`src/rtl/wb_arbiter_3s2p_if.sv`:
```
// Bundle of the three result-source handshakes and the two register-file write ports
// shared between the writeback arbiter and its environment.
interface wb_arbiter_3s2p_if #(
  parameter int PREG_W = 6,
  parameter int DATA_W = 64
);
  logic              src0_valid;
  logic              src0_ready;
  logic [PREG_W-1:0] src0_preg;
  logic [DATA_W-1:0] src0_data;
  logic              src1_valid;
  logic              src1_ready;
  logic [PREG_W-1:0] src1_preg;
  logic [DATA_W-1:0] src1_data;
  logic              src2_valid;
  logic              src2_ready;
  logic [PREG_W-1:0] src2_preg;
  logic [DATA_W-1:0] src2_data;

  logic              wren0;
  logic [PREG_W-1:0] waddr0;
  logic [DATA_W-1:0] wdata0;
  logic              wren1;
  logic [PREG_W-1:0] waddr1;
  logic [DATA_W-1:0] wdata1;

  modport slave (
    input  src0_valid, src0_preg, src0_data,
    input  src1_valid, src1_preg, src1_data,
    input  src2_valid, src2_preg, src2_data,
    output src0_ready, src1_ready, src2_ready,
    output wren0, waddr0, wdata0,
    output wren1, waddr1, wdata1
  );

  modport master (
    output src0_valid, src0_preg, src0_data,
    output src1_valid, src1_preg, src1_data,
    output src2_valid, src2_preg, src2_data,
    input  src0_ready, src1_ready, src2_ready,
    input  wren0, waddr0, wdata0,
    input  wren1, waddr1, wdata1
  );
endinterface

```
`src/rtl/wb_arbiter_3s2p.sv`:
```
// Writeback arbiter: three per-source result FIFOs, up to two round-robin grants per cycle
// onto the registered register-file write ports (which also serve as the wakeup broadcast).
module wb_arbiter_3s2p #(
  parameter int DEPTH  = 2,
  parameter int PREG_W = 6,
  parameter int DATA_W = 64
) (
  input logic             clock,
  input logic             reset_n,
  input logic             flush,
  wb_arbiter_3s2p_if.slave bus
);
  localparam int PTR_W = $clog2(DEPTH);
  localparam int CNT_W = PTR_W + 1;

  logic [2:0]        src_valid;
  logic [2:0]        src_ready;
  logic [PREG_W-1:0] src_preg [3];
  logic [DATA_W-1:0] src_data [3];

  logic [CNT_W-1:0]  count  [3];
  logic [PTR_W-1:0]  rd_ptr [3];
  logic [PTR_W-1:0]  wr_ptr [3];
  logic [PREG_W-1:0] preg_mem [3][DEPTH];
  logic [DATA_W-1:0] data_mem [3][DEPTH];
  logic [1:0]        rr;

  logic [2:0]        push;
  logic [2:0]        pop;
  logic [2:0]        nonempty;
  logic              g0_valid;
  logic              g1_valid;
  logic [1:0]        g0_src;
  logic [1:0]        g1_src;

  logic              wren0_q;
  logic              wren1_q;
  logic [PREG_W-1:0] waddr0_q;
  logic [PREG_W-1:0] waddr1_q;
  logic [DATA_W-1:0] wdata0_q;
  logic [DATA_W-1:0] wdata1_q;

  function automatic logic [1:0] mod3_add(input logic [1:0] a, input logic [1:0] b);
    logic [2:0] sum;
    sum = {1'b0, a} + {1'b0, b};
    return (sum >= 3'd3) ? 2'(sum - 3'd3) : sum[1:0];
  endfunction

  assign src_valid   = {bus.src2_valid, bus.src1_valid, bus.src0_valid};
  assign src_preg[0] = bus.src0_preg;
  assign src_preg[1] = bus.src1_preg;
  assign src_preg[2] = bus.src2_preg;
  assign src_data[0] = bus.src0_data;
  assign src_data[1] = bus.src1_data;
  assign src_data[2] = bus.src2_data;

  assign bus.src0_ready = src_ready[0];
  assign bus.src1_ready = src_ready[1];
  assign bus.src2_ready = src_ready[2];
  assign bus.wren0      = wren0_q;
  assign bus.waddr0     = waddr0_q;
  assign bus.wdata0     = wdata0_q;
  assign bus.wren1      = wren1_q;
  assign bus.waddr1     = waddr1_q;
  assign bus.wdata1     = wdata1_q;

  // Ready looks only at the registered count; a result for x0 is accepted but never queued.
  always_comb begin
    for (int n = 0; n < 3; n++) begin
      src_ready[n] = reset_n && !flush && (count[n] < CNT_W'(DEPTH));
      push[n]      = src_valid[n] && src_ready[n] && (src_preg[n] != '0);
      nonempty[n]  = (count[n] != '0);
    end
  end

  always_comb begin
    logic [1:0] idx;
    idx      = '0;
    g0_valid = 1'b0;
    g1_valid = 1'b0;
    g0_src   = '0;
    g1_src   = '0;
    pop      = '0;
    if (!flush) begin
      for (int k = 0; k < 3; k++) begin
        idx = mod3_add(rr, 2'(k));
        if (nonempty[idx]) begin
          if (!g0_valid) begin
            g0_valid = 1'b1;
            g0_src   = idx;
            pop[idx] = 1'b1;
          end else if (!g1_valid) begin
            g1_valid = 1'b1;
            g1_src   = idx;
            pop[idx] = 1'b1;
          end
        end
      end
    end
  end

  always_ff @(posedge clock) begin
    for (int n = 0; n < 3; n++) begin
      if (push[n]) begin
        preg_mem[n][wr_ptr[n]] <= src_preg[n];
        data_mem[n][wr_ptr[n]] <= src_data[n];
      end
    end
  end

  // Flush empties the queues and idles the ports but keeps the round-robin pointer.
  always_ff @(posedge clock) begin
    if (!reset_n) begin
      for (int n = 0; n < 3; n++) begin
        count[n]  <= '0;
        rd_ptr[n] <= '0;
        wr_ptr[n] <= '0;
      end
      rr       <= '0;
      wren0_q  <= 1'b0;
      wren1_q  <= 1'b0;
      waddr0_q <= '0;
      waddr1_q <= '0;
      wdata0_q <= '0;
      wdata1_q <= '0;
    end else if (flush) begin
      for (int n = 0; n < 3; n++) begin
        count[n]  <= '0;
        rd_ptr[n] <= '0;
        wr_ptr[n] <= '0;
      end
      wren0_q <= 1'b0;
      wren1_q <= 1'b0;
    end else begin
      for (int n = 0; n < 3; n++) begin
        if (push[n]) wr_ptr[n] <= wr_ptr[n] + PTR_W'(1);
        if (pop[n])  rd_ptr[n] <= rd_ptr[n] + PTR_W'(1);
        if (push[n] && !pop[n])      count[n] <= count[n] + CNT_W'(1);
        else if (!push[n] && pop[n]) count[n] <= count[n] - CNT_W'(1);
      end
      if (g1_valid)      rr <= mod3_add(g1_src, 2'd1);
      else if (g0_valid) rr <= mod3_add(g0_src, 2'd1);
      wren0_q <= g0_valid;
      wren1_q <= g1_valid;
      if (g0_valid) begin
        waddr0_q <= preg_mem[g0_src][rd_ptr[g0_src]];
        wdata0_q <= data_mem[g0_src][rd_ptr[g0_src]];
      end
      if (g1_valid) begin
        waddr1_q <= preg_mem[g1_src][rd_ptr[g1_src]];
        wdata1_q <= data_mem[g1_src][rd_ptr[g1_src]];
      end
    end
  end
endmodule

```
`src/flat_wrapper.sv`:
```
// flat-port wrapper written by rule: the top's interface ports become plain ports
module wb_arbiter_3s2p_flat 
#(
  parameter int DEPTH  = 2,
  parameter int PREG_W = 6,
  parameter int DATA_W = 64
)
  (clock, reset_n, flush, bus_src0_valid, bus_src0_preg, bus_src0_data, bus_src1_valid, bus_src1_preg, bus_src1_data, bus_src2_valid, bus_src2_preg, bus_src2_data, bus_src0_ready, bus_src1_ready, bus_src2_ready, bus_wren0, bus_waddr0, bus_wdata0, bus_wren1, bus_waddr1, bus_wdata1);
  wb_arbiter_3s2p_if #(.PREG_W(PREG_W), .DATA_W(DATA_W)) bus_i ();
  input logic clock;
  input logic reset_n;
  input logic flush;
  input wire logic [$bits(bus_i.src0_valid)-1:0] bus_src0_valid;
  input wire logic [$bits(bus_i.src0_preg)-1:0] bus_src0_preg;
  input wire logic [$bits(bus_i.src0_data)-1:0] bus_src0_data;
  input wire logic [$bits(bus_i.src1_valid)-1:0] bus_src1_valid;
  input wire logic [$bits(bus_i.src1_preg)-1:0] bus_src1_preg;
  input wire logic [$bits(bus_i.src1_data)-1:0] bus_src1_data;
  input wire logic [$bits(bus_i.src2_valid)-1:0] bus_src2_valid;
  input wire logic [$bits(bus_i.src2_preg)-1:0] bus_src2_preg;
  input wire logic [$bits(bus_i.src2_data)-1:0] bus_src2_data;
  output wire logic [$bits(bus_i.src0_ready)-1:0] bus_src0_ready;
  output wire logic [$bits(bus_i.src1_ready)-1:0] bus_src1_ready;
  output wire logic [$bits(bus_i.src2_ready)-1:0] bus_src2_ready;
  output wire logic [$bits(bus_i.wren0)-1:0] bus_wren0;
  output wire logic [$bits(bus_i.waddr0)-1:0] bus_waddr0;
  output wire logic [$bits(bus_i.wdata0)-1:0] bus_wdata0;
  output wire logic [$bits(bus_i.wren1)-1:0] bus_wren1;
  output wire logic [$bits(bus_i.waddr1)-1:0] bus_waddr1;
  output wire logic [$bits(bus_i.wdata1)-1:0] bus_wdata1;
  assign bus_i.src0_valid = bus_src0_valid;
  assign bus_i.src0_preg = bus_src0_preg;
  assign bus_i.src0_data = bus_src0_data;
  assign bus_i.src1_valid = bus_src1_valid;
  assign bus_i.src1_preg = bus_src1_preg;
  assign bus_i.src1_data = bus_src1_data;
  assign bus_i.src2_valid = bus_src2_valid;
  assign bus_i.src2_preg = bus_src2_preg;
  assign bus_i.src2_data = bus_src2_data;
  assign bus_src0_ready = bus_i.src0_ready;
  assign bus_src1_ready = bus_i.src1_ready;
  assign bus_src2_ready = bus_i.src2_ready;
  assign bus_wren0 = bus_i.wren0;
  assign bus_waddr0 = bus_i.waddr0;
  assign bus_wdata0 = bus_i.wdata0;
  assign bus_wren1 = bus_i.wren1;
  assign bus_waddr1 = bus_i.waddr1;
  assign bus_wdata1 = bus_i.wdata1;
  wb_arbiter_3s2p #(.DEPTH(DEPTH), .PREG_W(PREG_W), .DATA_W(DATA_W)) u_core (.clock(clock), .reset_n(reset_n), .flush(flush), .bus(bus_i));
endmodule
```
`config.mk`:
```
export PLATFORM = sky130hd
export DESIGN_NAME = wb_arbiter_3s2p_flat
export DESIGN_NICKNAME = d
export VERILOG_FILES = /design/src/rtl/wb_arbiter_3s2p_if.sv /design/src/rtl/wb_arbiter_3s2p.sv /design/src/flat_wrapper.sv
export SDC_FILE = /design/constraint.sdc
export NUM_CORES = 1
export LEC_CHECK = 0
export CORE_UTILIZATION = 55
export CTS_CLUSTER_SIZE = 14
export DETAILED_ROUTE_END_ITERATION = 16
export GPL_TIMING_DRIVEN = 1
export PLACE_DENSITY = 0.87
export SLEW_MARGIN = 10
export SYNTH_ARGS = -nofsm -noshare
export SYNTH_HDL_FRONTEND = slang
export SYNTH_SLANG_ARGS = --single-unit
```
`constraint.sdc`:
```
create_clock -name clock -period 5.3 [get_ports clock]
set_input_delay 0.795 -clock clock [delete_from_list [all_inputs] [get_ports clock]]
set_output_delay 0.795 -clock clock [all_outputs]
set_load 0.005 [all_outputs]
```
After elaboration in Yosys (flattened, before gate mapping)
Memories as Yosys holds them, arrays and structs flattened.
Index checks and enable logic that the tools add are counted.
{"block": "classes", "add_sub_neg": 21, "multipliers": 0, "div": 0, "order_cmp": 22, "eq_ne": 0, "n_shift": 0, "mux": 161, "n_bitwise": 30, "n_reduce_logical": 40}
{"operator": "two-way mux 64 bit", "n": 9}
{"operator": "two-way mux 128 bit", "n": 3}
{"operator": "demux 64 bit (select 1 bit)", "n": 3}
{"operator": "two-way mux 1 bit", "n": 86}
{"operator": "two-way mux 2 bit", "n": 29}
{"operator": "two-way mux 6 bit", "n": 9}
{"operator": "two-way mux 12 bit", "n": 3}
{"operator": "two-way mux 3 bit", "n": 10}
{"operator": "logical AND 1 bit", "n": 22}
{"operator": "OR 1 bit", "n": 21}
{"operator": "demux 6 bit (select 1 bit)", "n": 3}
{"operator": "nonzero test 6 bit", "n": 3}
{"operator": ">= comparator 2 bit (second input constant)", "n": 6}
{"operator": ">= comparator 3 x 2 -> 1 bit (second input constant)", "n": 4}
{"operator": "NOT 1 -> 2 bit", "n": 5}
{"operator": "subtractor 2 bit (second input constant)", "n": 5}
{"operator": "adder 2 x 1 -> 3 bit (second input constant)", "n": 3}
{"operator": "< comparator 2 x 3 -> 1 bit (second input constant)", "n": 3}
{"operator": "nonzero test 2 bit", "n": 4}
{"operator": "logical NOT 1 bit", "n": 7}
{"operator": "adder 1 bit (second input constant)", "n": 6}
{"operator": "adder 2 x 1 -> 2 bit (second input constant)", "n": 3}
{"operator": "binary-select mux 1 bit (select 2 bit)", "n": 3}
{"operator": "demux 1 bit (select 2 bit)", "n": 3}
{"operator": "9 further kinds", "n": 21}
{"block": "word_totals", "register_bits": 144, "latch_bits": 0, "ram_bits": 432, "rom_bits": 0, "input_bits": 216, "out_inout_bits": 145, "elab_cells": 286, "mem_count": 5}
{"name": "u_core.data_mem", "words": 3, "word_bits": 128, "read_ports": 2, "rd_clocked_by_memory_dff": 0, "wr": 3, "line": "wb_arbiter_3s2p.sv:25", "text": "logic [DATA_W-1:0] data_mem [3][DEPTH];"}
{"name": "u_core.preg_mem", "words": 3, "word_bits": 12, "read_ports": 2, "rd_clocked_by_memory_dff": 0, "wr": 3, "line": "wb_arbiter_3s2p.sv:24", "text": "logic [PREG_W-1:0] preg_mem [3][DEPTH];"}
{"name": "u_core.count", "words": 3, "word_bits": 2, "read_ports": 3, "rd_clocked_by_memory_dff": 0, "wr": 3, "line": "wb_arbiter_3s2p.sv:21", "text": "logic [CNT_W-1:0] count [3];"}
{"name": "u_core.rd_ptr", "words": 3, "word_bits": 1, "read_ports": 5, "rd_clocked_by_memory_dff": 0, "wr": 3, "line": "wb_arbiter_3s2p.sv:22", "text": "logic [PTR_W-1:0] rd_ptr [3];"}
{"name": "u_core.wr_ptr", "words": 3, "word_bits": 1, "read_ports": 3, "rd_clocked_by_memory_dff": 0, "wr": 3, "line": "wb_arbiter_3s2p.sv:23", "text": "logic [PTR_W-1:0] wr_ptr [3];"}

Depth between registers and ports, before layout
Gate-level depths: netlist (run 1).
{"block": "logic_depth", "ltp_word": 26, "mapped_depth": 13, "ltp_nobuf": 10}

Worst setup path before layout (run 1)
Ideal clock, no wire load.
{"block": "synth_path", "path_kind": "input-to-reg", "startpoint": "in flush", "endpoint": "mem u_core.data_mem[1][0] in the netlist's numbering (enable)", "setup_ns": 0.499, "t_arrival_ns": 4.513, "required_time_ns": 4.801, "slack_ns": 0.288, "path_stages": 4, "n_path_buf": 1, "cell_sequence": "clkbuf_1 -> nor3b_1 -> o311ai_1 -> nor2_1"}
{"item": "start: declaration", "line": "flat_wrapper.sv:12", "text": "input logic flush;"}
{"item": "end: declaration", "line": "wb_arbiter_3s2p.sv:25"}

Final worst setup path (run 1)
{"block": "layout_path", "startpoint": "reg u_core.rr[1]", "endpoint": "reg u_core.wdata1_q[53], in the netlist u_core.bus.wdata1[53]"}
{"block": "layout_via", "elab_chain_cells": 18, "elab_cells_between_ends": 41, "classes_between": "add/sub: 5; order compare: 3; mux: 29; bitwise: 1; reduce/logical: 1; memory: 2"}
{"item": "start: declaration", "line": "wb_arbiter_3s2p.sv:26", "text": "logic [1:0] rr;"}
{"item": "start signal: assignment", "line": "wb_arbiter_3s2p.sv:141", "text": "if (g1_valid) rr <= mod3_add(g1_src, 2'd1);"}
{"item": "start signal: assignment", "line": "wb_arbiter_3s2p.sv:142", "text": "else if (g0_valid) rr <= mod3_add(g0_src, 2'd1);"}
{"item": "subtractor 2 bit or >= comparator 2 bit (tied branches)", "line": "wb_arbiter_3s2p.sv:46", "text": "return (sum >= 3'd3) ? 2'(sum - 3'd3) : sum[1:0];"}
{"item": "two-way mux 2 bit", "line": "wb_arbiter_3s2p.sv:46"}
{"item": "binary-select mux 1 bit (select 2 bit)", "line": "wb_arbiter_3s2p.sv:87", "text": "if (nonempty[idx]) begin"}
{"item": "two-way mux 1 bit (not written as such)", "line": "wb_arbiter_3s2p.sv:87"}
{"item": "two-way mux 1 bit", "line": "wb_arbiter_3s2p.sv:87"}
{"item": "two-way mux 1 bit", "line": "wb_arbiter_3s2p.sv:84", "text": "if (!flush) begin"}
{"item": "two-way mux 1 bit", "line": "wb_arbiter_3s2p.sv:88", "text": "if (!g0_valid) begin"}
{"item": "two-way mux 1 bit", "line": "wb_arbiter_3s2p.sv:87"}
{"item": "two-way mux 1 bit", "line": "wb_arbiter_3s2p.sv:84"}
{"item": "two-way mux 2 bit", "line": "wb_arbiter_3s2p.sv:92", "text": "end else if (!g1_valid) begin"}
{"item": "two-way mux 2 bit", "line": "wb_arbiter_3s2p.sv:88"}
{"item": "two-way mux 2 bit", "line": "wb_arbiter_3s2p.sv:87"}
{"item": "two-way mux 2 bit", "line": "wb_arbiter_3s2p.sv:84"}
{"item": "memory (3 x 1 bit)"}
{"item": "NOT 1 -> 2 bit (not written as such)", "line": "wb_arbiter_3s2p.sv:151", "text": "wdata1_q <= data_mem[g1_src][rd_ptr[g1_src]];"}
{"item": "two-way mux 64 bit (not written as such) (3 in a row)", "line": "wb_arbiter_3s2p.sv:151"}
{"item": "end signal: assignment", "line": "wb_arbiter_3s2p.sv:151"}
{"item": "end: declaration", "line": "wb_arbiter_3s2p.sv:41", "text": "logic [DATA_W-1:0] wdata1_q;"}
Several ways; a longest one is shown, not always the timed one. The select of a mux whose other input is x is not followed.
A chain may end at the register's enable or synchronous reset.

==> flow_metrics.py, run 1 <==
metrics = {
    "outcome": {
        "status": "finished clean",
    },
    "final_layout": {
        "fin_util_pct": 68.6,
        "area_growth_syn_to_layout_pct": 23.1,
        "fin_area_sq_um": 31900,
        "nets": 2636,
        "fillers": 3080,
        "fin_cells": 3077,
        "drive_above_1_share_pct": 6.26,
    },
    "global_route": {
        "grt_max_degree": 139,
        "overflow": 0,
        "antenna_found_initial": 10,
        "first_global_vias": 20700,
        "grt_usage_pct": 32.8,
        "grt_pass1_wl_um": 118000,
    },
    "synth": {
        "seq_area_frac_synth_pct": 61.1,
        "ys_ff_latch": 576,
        "synth_edf_count": 432,
        "synth_area_sq_um": 25900,
        "synthCells": 2139,
        "ys_warn_count": 0,
        "syn-num-nets": 2362,
        "synthArstFlopShare_pct": 0,
        "synth-main-ff-cell": "edfxtp_1",
        "netlist-cell-type-count": 64,
        "avgSynthCellArea_sq_um": 12.1,
    },
    "sta": {
        "report.final.slew_viol_count": 0,
        "rsz0062_at_grt": "no",
        "fmax_mhz": 246,
        "slew_headroom_pct": 21.4,
        "timing.final.ws_setup_ns": 1.23,
        "fin_skew_ns": 0.0205,
        "hold_violations": 0,
        "setup_viol": 0,
        "tightest_slew_ns": 1.18,
        "layout_min_cycle_time_ns": 4.07,
        "finalCritPeriodShare_pct": 76.7,
        "finalSetupTns_ns": 0,
        "fin_hold_ws_ns": 0.468,
    },
    "cts": {
        "numCtsBuffers": 58,
        "clk_path_buf_depth": 3,
        "cts_tree": "done",
        "cts_repair_resize_count": 0,
        "htree_levels": 2,
        "numClockSinks": 576,
        "post_cts_buffers": 0,
        "cts.reportedPaths.clkPinSlew_ns": 0.06,
        "cts_root_buffer": "clkbuf_16",
        "clk_latency_ns": 0.62,
        "cts_hold_buf": 0,
    },
    "pwr": {
        "p_leak_nw": 11.4,
        "ir_worst_vdd_mv": 0.535,
        "power_mw": 16.9,
        "power.density_nw_per_um2": 529,
    },
    "worst_setup_path": {
        "critical-path-top-delay-family": "buffers and inverters",
        "end_kind": "register",
        "max_stage_delay_ns": 0.75,
        "crit_type": "register to register",
        "crit_arrival_ns": 4.60,
        "required_ns": 5.83,
        "crit_path_start_kind": "register",
        "timing.critical_path.buf_inv": 3,
        "crit_chain": "inv_1, ha_1, o21bai_1, a32o_1, o21ai_4, buf_4, buf_4, and2_1, o221ai_1, a31oi_1",
        "slowest_stage": "buf_4",
        "path_common_cell": "buf_4",
        "critPathMaxFanout": 74,
    },
    "place": {
        "placed_cell_area_sq_um": 30000,
        "pre_cts_ws_ns": 1.22,
        "dp.cells": 2960,
        "portBuffers": 360,
        "dp_hpwl_um": 46700,
        "gp_congestion": 0.866,
    },
    "route": {
        "drt_pass1_iterations": 6,
        "vias": 20400,
        "top_layer": "met5",
        "avgViaCountPerCell": 6.64,
        "wire_per_inst_um": 26.1,
        "wirelength_um": 80200,
        "wl_met2_um": 38300,
        "postRouteAntennaNets": 0,
        "m1WireLength_um": 29400,
        "drt_first_iter_violations": 2539,
        "drc": 0,
        "wl_met3_um": 8450,
    },
    "hold_path": {
        "min_path_type": "register to register",
    },
    "flow_run": {
        "maxCapViolCount": 0,
    },
    "floorplan": {
        "die_y_um": 219,
        "core_sq_um": 46600,
        "rows": 79,
        "die-area_sq_um": 48000,
        "ios": 361,
        "die_w_um": 219,
        "initial_core_util_pct": 55.7,
    },
}
-- cell families after synthesis --
kind of cell             share of synthesized area, %
XOR/XNOR                                        0.169
buffers and inverters                            3.17
AO/OA/AOI/OAI                                    16.5
adder cells (fa/ha/maj)                         0.376
multiplexers                                     10.2
AND/OR/NAND/NOR                                  8.46
flip-flops                                       61.1
-- worst min-delay path: cells and delay by family (launching register included) --
kind | cells | cell delay, ns
AND/OR/NAND/NOR | 1 | 0.05
AO/OA/AOI/OAI | 1 | 0.06
flip-flops | 1 | 0.31
-- cell usage in the layout, fill, tap and decap left out, drive strengths merged, types with 8 or more instances in the layout --
| master | n |
|---|---|
| clkinv | 31 |
| a21boi | 54 |
| and2 | 76 |
| o211ai | 56 |
| nor3b | 19 |
| inv | 20 |
| a311oi | 15 |
| a211o | 71 |
| bufinv | 8 |
| nor2 | 134 |
| diode | 8 |
| clkdlybuf4s50 | 359 |
| a21o | 69 |
| a31oi | 74 |
| buf | 36 |
| dfxtp | 144 |
| o221ai | 68 |
| edfxtp | 432 |
| o21ai | 83 |
| a21oi | 77 |
| clkbuf | 64 |
| nand2 | 222 |
| mux2i | 264 |
-- flip-flops by register name (all words and copies together) (netlist names), 2 cells and up --
name / count
u_core.bus.waddr0: 6
u_core.bus.waddr1: 6
u_core.bus.wdata0: 64
u_core.bus.wdata1: 64
u_core.count: 6
u_core.data_mem: 384
u_core.preg_mem: 36
u_core.rd_ptr: 3
u_core.rr: 2
u_core.wr_ptr: 3
-- path summary, 6_finish.rpt --
check,start,to,slack [ns],cells after the start
worst min-delay path,u_core.bus.waddr0[1]$_SDFFE_PN0P_,u_core.bus.waddr0[1]$_SDFFE_PN0P_,0.47,2
worst max register to register,u_core.rr[1]$_SDFFE_PN0P_,u_core.bus.wdata1[53]$_SDFFE_PN0P_,1.23,10
worst max-delay path,u_core.rr[1]$_SDFFE_PN0P_,u_core.bus.wdata1[53]$_SDFFE_PN0P_,1.23,10
worst min register to register,u_core.bus.waddr0[1]$_SDFFE_PN0P_,u_core.bus.waddr0[1]$_SDFFE_PN0P_,0.47,2
-- report_power, final --
part           switching (mW)  internal, mW  total, mW  leakage, nW
Sequential              0.421          5.48       5.90         5.13
Combinational            4.02          2.78       6.80         5.28
Clock                    1.77          2.43       4.20        0.963
Total                    6.21          10.7       16.9         11.4
-- cells in the mapped netlist, drive strengths merged (3+ instances only) --
| cell type | number | area [sq um] |
|---|---|---|
| o211ai | 56 | 420 |
| edfxtp | 432 | 13000 |
| o21ai | 83 | 423 |
| o22ai | 3 | 18.8 |
| nor3 | 6 | 30.0 |
| inv | 16 | 60.1 |
| nor3b | 19 | 143 |
| a21o | 69 | 518 |
| ha | 7 | 87.6 |
| mux2i | 264 | 2640 |
| and2 | 76 | 475 |
| xnor2 | 4 | 35.0 |
| a311oi | 15 | 131 |
| a211oi | 4 | 35.0 |
| o32ai | 3 | 26.3 |
| nand2b | 5 | 31.3 |
| o221ai | 68 | 596 |
| o21bai | 6 | 45.0 |
| a221oi | 3 | 26.3 |
| or2 | 4 | 25.0 |
| a21boi | 54 | 405 |
| dfxtp | 144 | 2880 |
| clkbuf | 111 | 417 |
| nand3b | 4 | 30.0 |
| a211o | 71 | 622 |
| buf | 70 | 345 |
| nor2 | 134 | 505 |
| and3 | 6 | 37.5 |
| a31oi | 74 | 469 |
| a21oi | 77 | 389 |
| nand2 | 222 | 833 |
-- per-layer routing --
metal  global-route usage [%]  up-vias
met5                        0        -
met4                     18.1        6
met3                     6.50      315
met2                     53.5     1470
met1                     40.9     9977
li1                         -     8671
-- area by class of cell --
class                   count  area, sq um  area share, %
flip-flops and latches    576        15900           49.6
multi-input cells        1366         9360           29.3
repair buffers            395         3940           12.3
clock buffers              64         1510           4.71
well taps                 607          759           2.38
clock inverters            45          432           1.35
inverters                  16         67.6          0.212
diodes                      8         20.0         0.0627
(Power assumes the default switching activity.)
==> inputs of run 2 (changes only) <==
Clock period 5.3 ns to 3.98 ns, I/O delays scaled along.
==> run 2 against run 1 <==
Against the previous run:
- core utilization up 0.38 points
- largest power group unchanged
- clock-buffer cell count up 16
- wire length up 1.0%
- die area unchanged
- first-iteration DRC count up 0.95%
==> flow_metrics.py, run 2 (synthesis gave the netlist of run 1 again) <==
metrics = {
    "place": {
        "dp_hpwl_um": 47800,
        "dp.cells": 2968,
        "gp_congestion": 0.879,
        "portBuffers": 360,
        "placed_cell_area_sq_um": 30200,
    },
    "final_layout": {
        "drive_above_1_share_pct": 5.93,
        "nets": 2642,
        "largest_reg_flops": 384,
        "fin_cells": 3082,
        "area_growth_syn_to_layout_pct": 23.8,
        "fin_area_sq_um": 32100,
        "final_common_cell": "edfxtp_1",
        "final_cell_mix": "edfxtp_1, clkdlybuf4s50_1, mux2i_1",
    },
    "pwr": {
        "ir_worst_vdd_mv": 0.545,
        "p_leak_nw": 11.4,
        "power.density_nw_per_um2": 703,
    },
    "route": {
        "vias": 20400,
        "postRouteAntennaNets": 0,
        "wirelength_um": 81000,
        "avgViaCountPerCell": 6.63,
        "drt_pass1_iterations": 8,
        "wire_per_inst_um": 26.3,
        "drc": 0,
        "drt_first_iter_violations": 2563,
    },
    "sta": {
        "layout_min_cycle_time_ns": 3.51,
        "slew_headroom_pct": 32.8,
        "hold_violations": 0,
        "report.final.slew_viol_count": 0,
        "fin_hold_ws_ns": 0.466,
        "setup_viol": 0,
        "fmax_mhz": 285,
        "rsz0062_at_grt": "no",
        "finalSetupTns_ns": 0,
        "finalCritPeriodShare_pct": 88.1,
        "tightest_slew_ns": 1.01,
        "fin_skew_ns": 0.0137,
    },
    "worst_setup_path": {
        "crit_path_start_kind": "register",
        "critPathMaxFanout": 84,
        "crit_type": "register to register",
        "required_ns": 4.50,
        "crit_arrival_ns": 4.02,
        "reg2reg_setup_slack_ns": 0.47,
        "end_kind": "register",
    },
    "cts": {
        "clk_path_buf_depth": 3,
        "post_cts_buffers": 0,
        "numCtsBuffers": 56,
        "cts.reportedPaths.clkPinSlew_ns": 0.06,
        "clk_latency_ns": 0.61,
        "htree_levels": 2,
        "cts_hold_buf": 0,
        "cts_tree": "done",
        "numClockSinks": 576,
        "cts_repair_resize_count": 0,
        "cts_root_buffer": "clkbuf_16",
    },
    "global_route": {
        "grt_max_degree": 141,
        "antenna_found_initial": 14,
        "grt_pass1_wl_um": 118000,
        "overflow": 0,
        "first_global_vias": 20500,
        "grt_usage_pct": 32.9,
    },
    "floorplan": {
        "rows": 79,
        "initial_core_util_pct": 55.7,
        "die_y_um": 219,
        "die_w_um": 219,
        "core_sq_um": 46600,
        "ios": 361,
        "die-area_sq_um": 48000,
    },
    "hold_path": {
        "min_path_type": "register to register",
    },
    "flow_run": {
        "maxCapViolCount": 0,
    },
    "outcome": {
        "status": "finished clean",
    },
}
run 2: changes by cell type in the layout (fill, tap and decap cells not counted), sizes merged:
cell / previous run / this run
inv: 20 / 16
buf: 36 / 44
clkinvlp: 2 / 1
bufinv: 8 / 6
clkinv: 31 / 16
clkbuf: 64 / 80
diode: 8 / 11
run 2: stage by stage:
stage	worst slack (ns)	utilization, %	total power, mW
global placement	0.619	64.9	16.7
CTS	0.599	68.9	22.4
finish	0.473	69.0	22.6
detailed placement	0.500	64.9	17.1
global route	0.374	69.0	23.4
floorplan	-0.834	-	13.4
run 2: report_power, final:
part,switching [mW],total [mW],internal [mW]
registers,0.606,7.91,7.30
logic,5.38,9.28,3.90
clock network,2.24,5.38,3.14
run 2: cell type report:
| cell class | count | area, sq um |
|---|---|---|
| Sequential cell | 576 | 15900 |
| Fill cell | 3100 | 14400 |
| Multi-Input combinational cell | 1366 | 9350 |
| Timing Repair Buffer | 403 | 4200 |
| Clock buffer | 80 | 1580 |
| Tap cell | 607 | 759 |
| Clock inverter | 23 | 268 |
| Inverter | 16 | 67.6 |
| Antenna cell | 11 | 27.5 |
run 2: final timing paths:
| check | depth (start not counted) | from | end |
|---|---|---|---|
| setup / recovery | 10 | u_core.rr[0]$_SDFFE_PN0P_ | u_core.bus.wdata1[31]$_SDFFE_PN0P_ |
| hold / removal | 2 | u_core.bus.wdata0[39]$_SDFFE_PN0P_ | u_core.bus.wdata0[39]$_SDFFE_PN0P_ |
| setup reg to reg | 10 | u_core.rr[0]$_SDFFE_PN0P_ | u_core.bus.wdata1[31]$_SDFFE_PN0P_ |
| hold reg to reg | 2 | u_core.bus.wdata0[39]$_SDFFE_PN0P_ | u_core.bus.wdata0[39]$_SDFFE_PN0P_ |
run 2: layer usage:
metal,vias up,global-route usage [%],routed length (um)
li1,8678,-,-
met1,9875,40.1,29300
met2,1582,53.5,38700
met3,308,6.67,8750
met4,6,21.2,4200
met5,-,0,44
run 2: critical path, stage by stage (launching register included):
cell	delay (ns)
dfxtp_1	0.36
inv_1	0.10
ha_1	0.66
inv_1	0.20
a2111o_1	0.47
a21oi_4	0.27
inv_4	0.19
a31oi_4	0.25
buf_12	0.36
o221ai_1	0.22
a31oi_1	0.22
